==> config.mk <==
export PLATFORM = sky130hd
export DESIGN_NAME = instr_encoder_loader
export DESIGN_NICKNAME = d
export VERILOG_FILES = /design/src/rtl/instr_encoder_loader.sv
export SDC_FILE = /design/constraint.sdc
export NUM_CORES = 1
export LEC_CHECK = 0
export ABC_CLOCK_PERIOD_IN_PS = 3900
export CAP_MARGIN = 30
export CORE_ASPECT_RATIO = 1.75
export CORE_MARGIN = 2
export CORE_UTILIZATION = 30
export CTS_BUF_LIST = sky130_fd_sc_hd__clkbuf_4
export CTS_CLUSTER_SIZE = 30
export DETAILED_ROUTE_END_ITERATION = 10
export PLACE_DENSITY_LB_ADDON = 0.08
export SLEW_MARGIN = 10
export SYNTH_ARGS = -nofsm -noshare
export SYNTH_HDL_FRONTEND = slang
export SYNTH_SLANG_ARGS = --single-unit
==> constraint.sdc <==
create_clock -name clk -period 3.9 [get_ports clk]
set_clock_uncertainty 0.05 [all_clocks]
set_input_delay 1.17 -clock clk [delete_from_list [all_inputs] [get_ports clk]]
set_output_delay 1.17 -clock clk [all_outputs]
set_load 0.02 [all_outputs]
==> src/rtl/instr_encoder_loader.sv <==
// Purpose:      encodes symbolic instruction requests into 16-bit words and streams them to instruction memory.
// Latency:      request accepted at edge N (empty FIFO, idle write stage) -> o_mem_wr high after edge N+1.
// Backpressure: i_mem_wait holds the registered write stage; the FIFO fills and o_ready (registered) drops.
// Ports:
//   clk, reset                      clock, synchronous active-high reset
//   i_start / i_end                 session start / end pulses
//   i_valid, o_ready                request handshake; i_opcode, i_rx, i_ry, i_imm request fields
//   o_mem_wr, o_mem_addr,
//   o_mem_wdata, i_mem_wait         stallable memory write port
//   o_busy, o_done, o_err, o_count  session status
module instr_encoder_loader #(
    parameter int                ADDR_W     = 16,
    parameter logic [ADDR_W-1:0] BASE_ADDR  = '0,
    parameter int                FIFO_DEPTH = 4
) (
    input  logic              clk,
    input  logic              reset,
    input  logic              i_start,
    input  logic              i_end,
    input  logic              i_valid,
    output logic              o_ready,
    input  logic [4:0]        i_opcode,
    input  logic [2:0]        i_rx,
    input  logic [2:0]        i_ry,
    input  logic [10:0]       i_imm,
    output logic              o_mem_wr,
    output logic [ADDR_W-1:0] o_mem_addr,
    output logic [15:0]       o_mem_wdata,
    input  logic              i_mem_wait,
    output logic              o_busy,
    output logic              o_done,
    output logic              o_err,
    output logic [ADDR_W-1:0] o_count
);

    localparam int AW = $clog2(FIFO_DEPTH);
    localparam logic [AW:0] DEPTH_CNT = (AW+1)'(FIFO_DEPTH);

    typedef enum logic [1:0] {
        S_IDLE,
        S_LOAD,
        S_DRAIN
    } state_t;

    state_t state, state_nxt;

    logic [15:0]       enc;
    logic              legal;
    logic              accept;
    logic              push;
    logic              pop;
    logic              wr_cmpl;
    logic              start_ok;
    logic              ready_nxt;
    logic [ADDR_W-1:0] addr;

    // FIFO storage; pointers carry one extra bit so full and empty differ.
    logic [15:0] fifo_mem [FIFO_DEPTH];
    logic [AW:0] wr_ptr, rd_ptr;
    logic [AW:0] fifo_cnt, cnt_nxt;
    logic        fifo_empty;

    assign accept     = i_valid && o_ready;
    assign push       = accept && legal;
    assign wr_cmpl    = o_mem_wr && !i_mem_wait;
    assign fifo_empty = (wr_ptr == rd_ptr);
    assign fifo_cnt   = wr_ptr - rd_ptr;
    // The write stage takes a new word when empty or when its word leaves this cycle.
    assign pop        = (!o_mem_wr || wr_cmpl) && !fifo_empty;
    assign start_ok   = (state == S_IDLE) && i_start;
    assign cnt_nxt    = fifo_cnt + (AW+1)'(push) - (AW+1)'(pop);
    // Registered ready: computed from next-cycle occupancy so it never lets a push overflow.
    assign ready_nxt  = (state_nxt == S_LOAD) && (cnt_nxt < DEPTH_CNT);
    assign o_busy     = (state != S_IDLE);
    // Address is only meaningful with a write; hold it at zero otherwise so reset reads 0.
    assign o_mem_addr = o_mem_wr ? addr : '0;

    // Field packing and legality of the incoming request.
    always_comb begin
        enc      = '0;
        legal    = 1'b0;
        enc[4:0] = i_opcode;
        case (i_opcode[4:3])
            2'b00: begin
                enc[7:5]  = i_rx;
                enc[10:8] = i_ry;
                legal     = (i_opcode[2:0] <= 3'd5);
            end
            2'b01: begin
                enc[7:5] = i_rx;
                legal    = i_opcode[2:0] inside {3'd0, 3'd1, 3'd2, 3'd4};
            end
            2'b10: begin
                enc[7:5]  = i_rx;
                enc[15:8] = i_imm[7:0];
                // immediate must fit a signed 8-bit field
                legal     = (i_opcode[2:0] inside {3'd0, 3'd1, 3'd2, 3'd3, 3'd6})
                            && (i_imm[10:8] == {3{i_imm[7]}});
            end
            default: begin
                enc[15:5] = i_imm;
                legal     = i_opcode[2:0] inside {3'd0, 3'd1, 3'd2, 3'd4};
            end
        endcase
    end

    always_comb begin
        state_nxt = state;
        o_done    = 1'b0;
        case (state)
            S_IDLE:  if (i_start) state_nxt = S_LOAD;
            S_LOAD:  if (i_end) state_nxt = S_DRAIN;
            S_DRAIN: begin
                if (fifo_empty && !o_mem_wr) begin
                    state_nxt = S_IDLE;
                    o_done    = 1'b1;
                end
            end
            default: state_nxt = S_IDLE;
        endcase
    end

    always_ff @(posedge clk) begin
        if (reset) begin
            state <= S_IDLE;
        end else begin
            state <= state_nxt;
        end
    end

    always_ff @(posedge clk) begin
        if (reset) begin
            wr_ptr <= '0;
            rd_ptr <= '0;
        end else begin
            if (push) begin
                fifo_mem[wr_ptr[AW-1:0]] <= enc;
                wr_ptr                   <= wr_ptr + (AW+1)'(1);
            end
            if (pop) begin
                rd_ptr <= rd_ptr + (AW+1)'(1);
            end
        end
    end

    always_ff @(posedge clk) begin
        if (reset) begin
            o_ready     <= 1'b0;
            o_mem_wr    <= 1'b0;
            o_mem_wdata <= '0;
            addr        <= BASE_ADDR;
            o_count     <= '0;
            o_err       <= 1'b0;
        end else begin
            o_ready <= ready_nxt;
            if (start_ok) begin
                addr    <= BASE_ADDR;
                o_count <= '0;
                o_err   <= 1'b0;
            end else begin
                if (wr_cmpl) begin
                    addr    <= addr + ADDR_W'(2);
                    o_count <= o_count + ADDR_W'(1);
                end
                if (accept && !legal) begin
                    o_err <= 1'b1;
                end
            end
            if (pop) begin
                o_mem_wr    <= 1'b1;
                o_mem_wdata <= fifo_mem[rd_ptr[AW-1:0]];
            end else if (wr_cmpl) begin
                o_mem_wr <= 1'b0;
            end
        end
    end

endmodule

---- Yosys cells after proc, flatten, opt, wreduce, memory -nomap -nowiden ----
Memories as Yosys holds them, arrays and structs flattened. A register that Yosys moved wholly into a read port is not among the register bits.
Cells that the tools add are included.
cells by class
  add/sub/neg operators ................... 7
  $mul .................................... 0
  div/mod/pow operators ................... 0
  $lt $le $gt $ge ......................... 2
  equal/unequal tests ..................... 12
  shift operators ......................... 0
  mux-type cells .......................... 16
  bitwise logic cells ..................... 0
  reductions and logical operators ........ 24
operators by type and width
  kind                     count
  $add A16 B1 Y16 const B  1
  $add A16 B2 Y16 const B  1
  $mux W16                 1
  $pmux W5 S2              1
  $logic_and A1 B1 Y1      9
  $pmux W3 S3              1
  $mux W1                  7
  $add A3 B1 Y3 const B    2
  $eq A2 B1 Y1 const B     3
  $eq A3 B2 Y1 const B     2
  $eq A3 B3 Y1             2
  $eq A3 B3 Y1 const B     2
  $mux W2                  3
  $pmux W2 S3              1
  $reduce_bool A5 Y1       1
  $eq A2 B2 Y1 const B     2
  $logic_not A1 Y1         4
  $logic_not A2 Y1         2
  $reduce_bool A2 Y1       2
  $reduce_bool A4 Y1       1
  $reduce_or A2 Y1         2
  $add A3 B1 Y3            1
  $eq A3 B1 Y1 const B     1
  $le A3 B3 Y1 const B     1
  8 further kinds          8
storage, ports and cells
  register bits after elaboration ......... 43
  bits in latches ......................... 0
  bits in writable memories ............... 64
  ROM bits ................................ 0
  input bits .............................. 28
  output and inout bits ................... 53
  logic and storage cells ................. 70
  memories ................................ 1
memory list
  memory    words  bits a word  read ports  clocked after Yosys merged registers in  wr ports  line  RTL
  fifo_mem  4      16           1           1                                        1         58    logic [15:0] fifo_mem [FIFO_DEPTH];

---- Longest topological paths before layout ----
  depth in word-level cells ............... 9
  gate-level depth with buffers ........... 11
  gate-level depth less buffers ........... 9

---- Least setup slack after synthesis ----
OpenSTA, ideal clock, no wires.
  kind .................................... input-to-reg
  start ................................... input port i_opcode[2]
  end ..................................... register o_ready
  setup time .............................. 0.116 ns
  arrival time ............................ 3.069 ns
  required time ........................... 3.734 ns
  path slack .............................. 0.665 ns
  stages .................................. 9
  buffers on the path ..................... 0
  path through ............................ maj3_2 -> a211o_1 -> a21oi_4 -> fa_1 -> inv_1 -> fa_1 -> xor2_1 -> nor3_1 -> and3b_1
between the ends
  cells in the longest elaborated chain, start to end .. 9
  elaborated cells on any way between the ends .. 16
  classes of those cells .................. add/sub: 2; order compare: 2; eq/ne: 5; mux: 1; reduce/logical: 6
RTL lines
  what                                  line         RTL
  start, declared                       22           input logic [4:0] i_opcode,
  $eq A3 B1 Y1 (tied with other cells)  91, 97, 102
  $reduce_bool A5 Y1                    97           legal = (i_opcode[2:0] inside {3'd0, 3'd1, 3'd2, 3'd3, 3'd6})
  $logic_and A1 B1 Y1                   98           && (i_imm[10:8] == {3{i_imm[7]}});
  $pmux W1 S2 (*)                       83           case (i_opcode[4:3])
  $logic_and A1 B1 Y1 (*)               64           assign push = accept && legal;
  via push                              50           logic push;
  $add A3 B1 Y3 (*)                     71           assign cnt_nxt = fifo_cnt + (AW+1)'(push) - (AW+1)'(pop);
  $sub A3 B1 Y3 (*)                     71
  $lt A3 B3 Y1 (*)                      73           assign ready_nxt = (state_nxt == S_LOAD) && (cnt_nxt < DEPTH_CNT);
  $logic_and A1 B1 Y1 (*)               73
  end signal, assigned                  155          o_ready <= ready_nxt;
  end, declared                         21           output logic o_ready,
Mark *: on every way through the listed nets, which the timed path passes. The rest lies on a longest branch.
A chain may end at the register's enable or synchronous reset.

---- Worst setup path after layout ----
  start ................................... register wr_ptr[0]
  end ..................................... output port o_done
between the ends
  cells in the longest elaborated chain, start to end .. 4
RTL lines
  what                    line  RTL
  start, declared         59    logic [AW:0] wr_ptr, rd_ptr;
  start signal, assigned  138   wr_ptr <= wr_ptr + (AW+1)'(1);
  $eq A3 B3 Y1            66    assign fifo_empty = (wr_ptr == rd_ptr);
  $logic_and A1 B1 Y1     114   if (fifo_empty && !o_mem_wr) begin
  $mux W1                 114
  $mux W1                 110   case (state)
  end, declared           31    output logic o_done,
Every way passes these cells.

==> summary.md <==
| Metric | Value |
|---|---|
| Status | finished, final reports clean |
| RePlAce Congestion | 0.752 |
| Switching part of the total | 0.321 |
| Layout cells sized above 1 | 0.158 |
| HP Class | reg2reg |
| Cell row count | 64 |
| Hpwl dp | 9.23 mm |
| Initial Utilization | 0.305 |
| CTS Buffer Depth | 2 |
| Sequential area share after synthesis | 0.579 |
| Setup crit end kind | output port |
| Startpoint Class | flip-flop |
| 1st-iter DRT viols | 118 |
| Setup Fix Bufs, Post-CTS | 0 |
| Die Y | 180 um |
| Comb power frac | 0.214 |
| Power share of the sequential group | 0.489 |
| Synth unique cells | 53 |
| RSZ-0062 raised after global routing | false |
| Max cap viols | 0 |
| Synthesized flop and latch total | 122 |
| Vias per inst | 4.66 |
| Critical path arrival | 2.48 ns |
| Clock sinks | 122 |
| GR Overflow Total | 0 |
| Post-synth ARST share | 0 |
| Relative slew slack | 0.548 |
| Post_cts resized | 0 |
| Leakage | 2.35 nW |
| Hold_buf cts | 0 |
| Pin count of the biggest net entering global routing | 34 |
| Layout Area Growth over Synthesis | 27.4% |
| CTS H-tree depth | 4 |
| Io pins | 81 |
| Clk Latency, worst-skew pair | 0.52 ns |
| Part of the cycle the worst path needs | 0.950 |
| Mapped Nets | 475 |
| Final WS setup | 0.197 ns |
| Cell Int Power | 2.05 mW |
| Final setup viols | 0 |
| I/O Buffers | 79 |
| Post-Synthesis Cells | 438 |
| Final TNS setup | 0 ns |
| Fmax | 270 MHz |
| Drt drc | 0 |
| Layout net count | 574 |
| Initial antenna violation count | 1 |
| GR Util All Layers | 0.142 |
| CTS Root Cell | clkbuf_4 |
| Cell area after synthesis | 5330 sq um |
| Die Width | 105 um |
| Clock Power Share | 0.297 |
| Ys flop type | edfxtp_1 |
| Drt pass-1 iters | 4 |
| Worst EP required | 2.68 ns |
| Syn avg cell area | 12.2 sq um |
| Slew Limit Fails | 0 |
| Final Core Density | 0.389 |
| Via count | 3,645 |
| PwrDens | 446 nW/um^2 |
| Post-synth EDFFs | 64 |
| Core ar. | 17,500 sq um |
| Crit Path Max Fanout | 6 |
| Slew @ Worst Pin | 0.676 ns |
| Final Critical Period | 3.70 ns |
| Dpl ws | 0.0235 ns |
| Power Total | 3.02 mW |
| Crit Path Class | reg2out |
| DR WL/cell | 16.5 um |
| CTS buffer count | 17 |
| Hold Violations, Final | 0 |
| First-pass GRT wire length | 20.6 mm |
| NetSw | 0.972 mW |
| Total wire length | 12.9 mm |
| Worst VDD drop | 0.166 mV |
| Post-route ant nets | 0 |
| Vias in the first global route | 3,884 |
| Die ar. | 18,900 sq um |
| Clk pin slew, worst setup/hold paths | 0.14 ns |
| CTS tree | done |
| Fillcell total | 1,804 |
| YS warnings | 0 |
==> cells in the mapped netlist (4+ instances only) <==
cell,count,area share
mux2i_1,9,0.017
and2_1,19,0.022
o21ai_0,5,0.0047
or4_1,5,0.0070
edfxtp_1,64,0.36
and3b_1,6,0.0099
nand3_1,13,0.012
mux2_2,7,0.015
nand2_1,50,0.035
nand4_1,7,0.0082
nor2_1,28,0.020
xnor2_1,4,0.0066
or3_1,4,0.0047
ha_1,7,0.016
a21oi_1,28,0.026
dfxtp_1,58,0.22
clkbuf_1,6,0.0042
xor2_1,20,0.033
nor3_1,4,0.0038
nor2b_1,8,0.0094
inv_1,10,0.0070
mux4_2,16,0.068
buf_2,6,0.0056
==> critical path: stages, from the launching register on <==
cell and delay, ns:
dfxtp_1 0.50, xor2_1 0.12, or3_1 0.43, nor3b_1 0.25, clkdlybuf4s50_1 0.66
==> layer usage <==
| metal | vias up | part of all wire | global-route usage |
|---|---|---|---|
| met1 | 1768 | 0.39 | 0.148 |
| met4 | 0 | 0.013 | 0.0523 |
| li1 | 1783 | - | - |
| met3 | 12 | 0.034 | 0.0311 |
| met5 | - | 0 | 0 |
| met2 | 82 | 0.56 | 0.272 |
==> flip-flops by register name, indices dropped and copies added, names as in the netlist <==
name	count
fifo_mem	64
o_count	16
o_mem_wdata	16
addr	15
rd_ptr	3
wr_ptr	3
state	2
o_err	1
o_mem_wr	1
o_ready	1
==> logic make-up after synthesis <==
| kind of cell | synth area share |
|---|---|
| adders and majority gates | 0.0261 |
| muxes | 0.102 |
| DFF | 0.579 |
| other | 0.000704 |
| xor gates and xnor gates | 0.0395 |
| AOI/OAI and AO/OA | 0.0613 |
| and+or+nand+nor | 0.161 |
| buffers and inverters | 0.0305 |
==> per-stage QoR <==
stage / hold WS [ns] / cell area [sq um] / std cells
floorplan: 0.400 / 5330 / 438
global placement: 0.397 / 6500 / 749
detailed placement: 0.399 / 6500 / 749
CTS: 0.416 / 6780 / 781
global route: 0.437 / 6790 / 782
finish: 0.414 / 6790 / 782
==> worst paths after layout <==
| kind | cells past startpoint | endpoint | slack (ns) | start |
|---|---|---|---|---|
| max | 4 | o_done | 0.20 | wr_ptr[0] |
| min | 2 | o_mem_wdata[15] | 0.41 | o_mem_wdata[15] |
| max reg2reg | 8 | o_ready | 1.47 | wr_ptr[2] |
| min reg2reg | 2 | o_mem_wdata[15] | 0.41 | o_mem_wdata[15] |
==> placed cells by master (no fill, tap or decap), types with 8 or more instances in the layout <==
cell	n
clkbuf_4	17
clkdlybuf4s50_1	79
nor2b_1	8
inv_1	10
and2_1	19
nand3_1	13
nand2_1	50
a21oi_1	28
mux4_2	16
xor2_1	20
mux2i_1	9
nor2_1	28
buf_4	18
dfxtp_1	58
edfxtp_1	64
==> layout make-up <==
type | instances | area [sq um] | area share
Multi-Input combinational cell | 284 | 2080 | 0.307
Clock inverter | 15 | 154 | 0.0227
Timing Repair Buffer | 101 | 1010 | 0.148
Tap cell | 231 | 289 | 0.0426
Inverter | 11 | 42.5 | 0.00627
Antenna cell | 1 | 2.50 | 0.000369
Clock buffer | 17 | 128 | 0.0188
Sequential cell | 122 | 3080 | 0.454
==> power groups by stage <==
stage / clock network, mW / logic, mW / registers (mW)
final: 0.898 / 0.646 / 1.48
after global routing: 0.989 / 0.707 / 1.49
after CTS: 0.945 / 0.664 / 1.48
after detailed placement: 0 / 0.662 / 1.51
after global placement: 0 / 0.656 / 1.51
after floorplan: 0 / 0.341 / 1.56
Note: power is estimated with default switching activity, not from simulation.
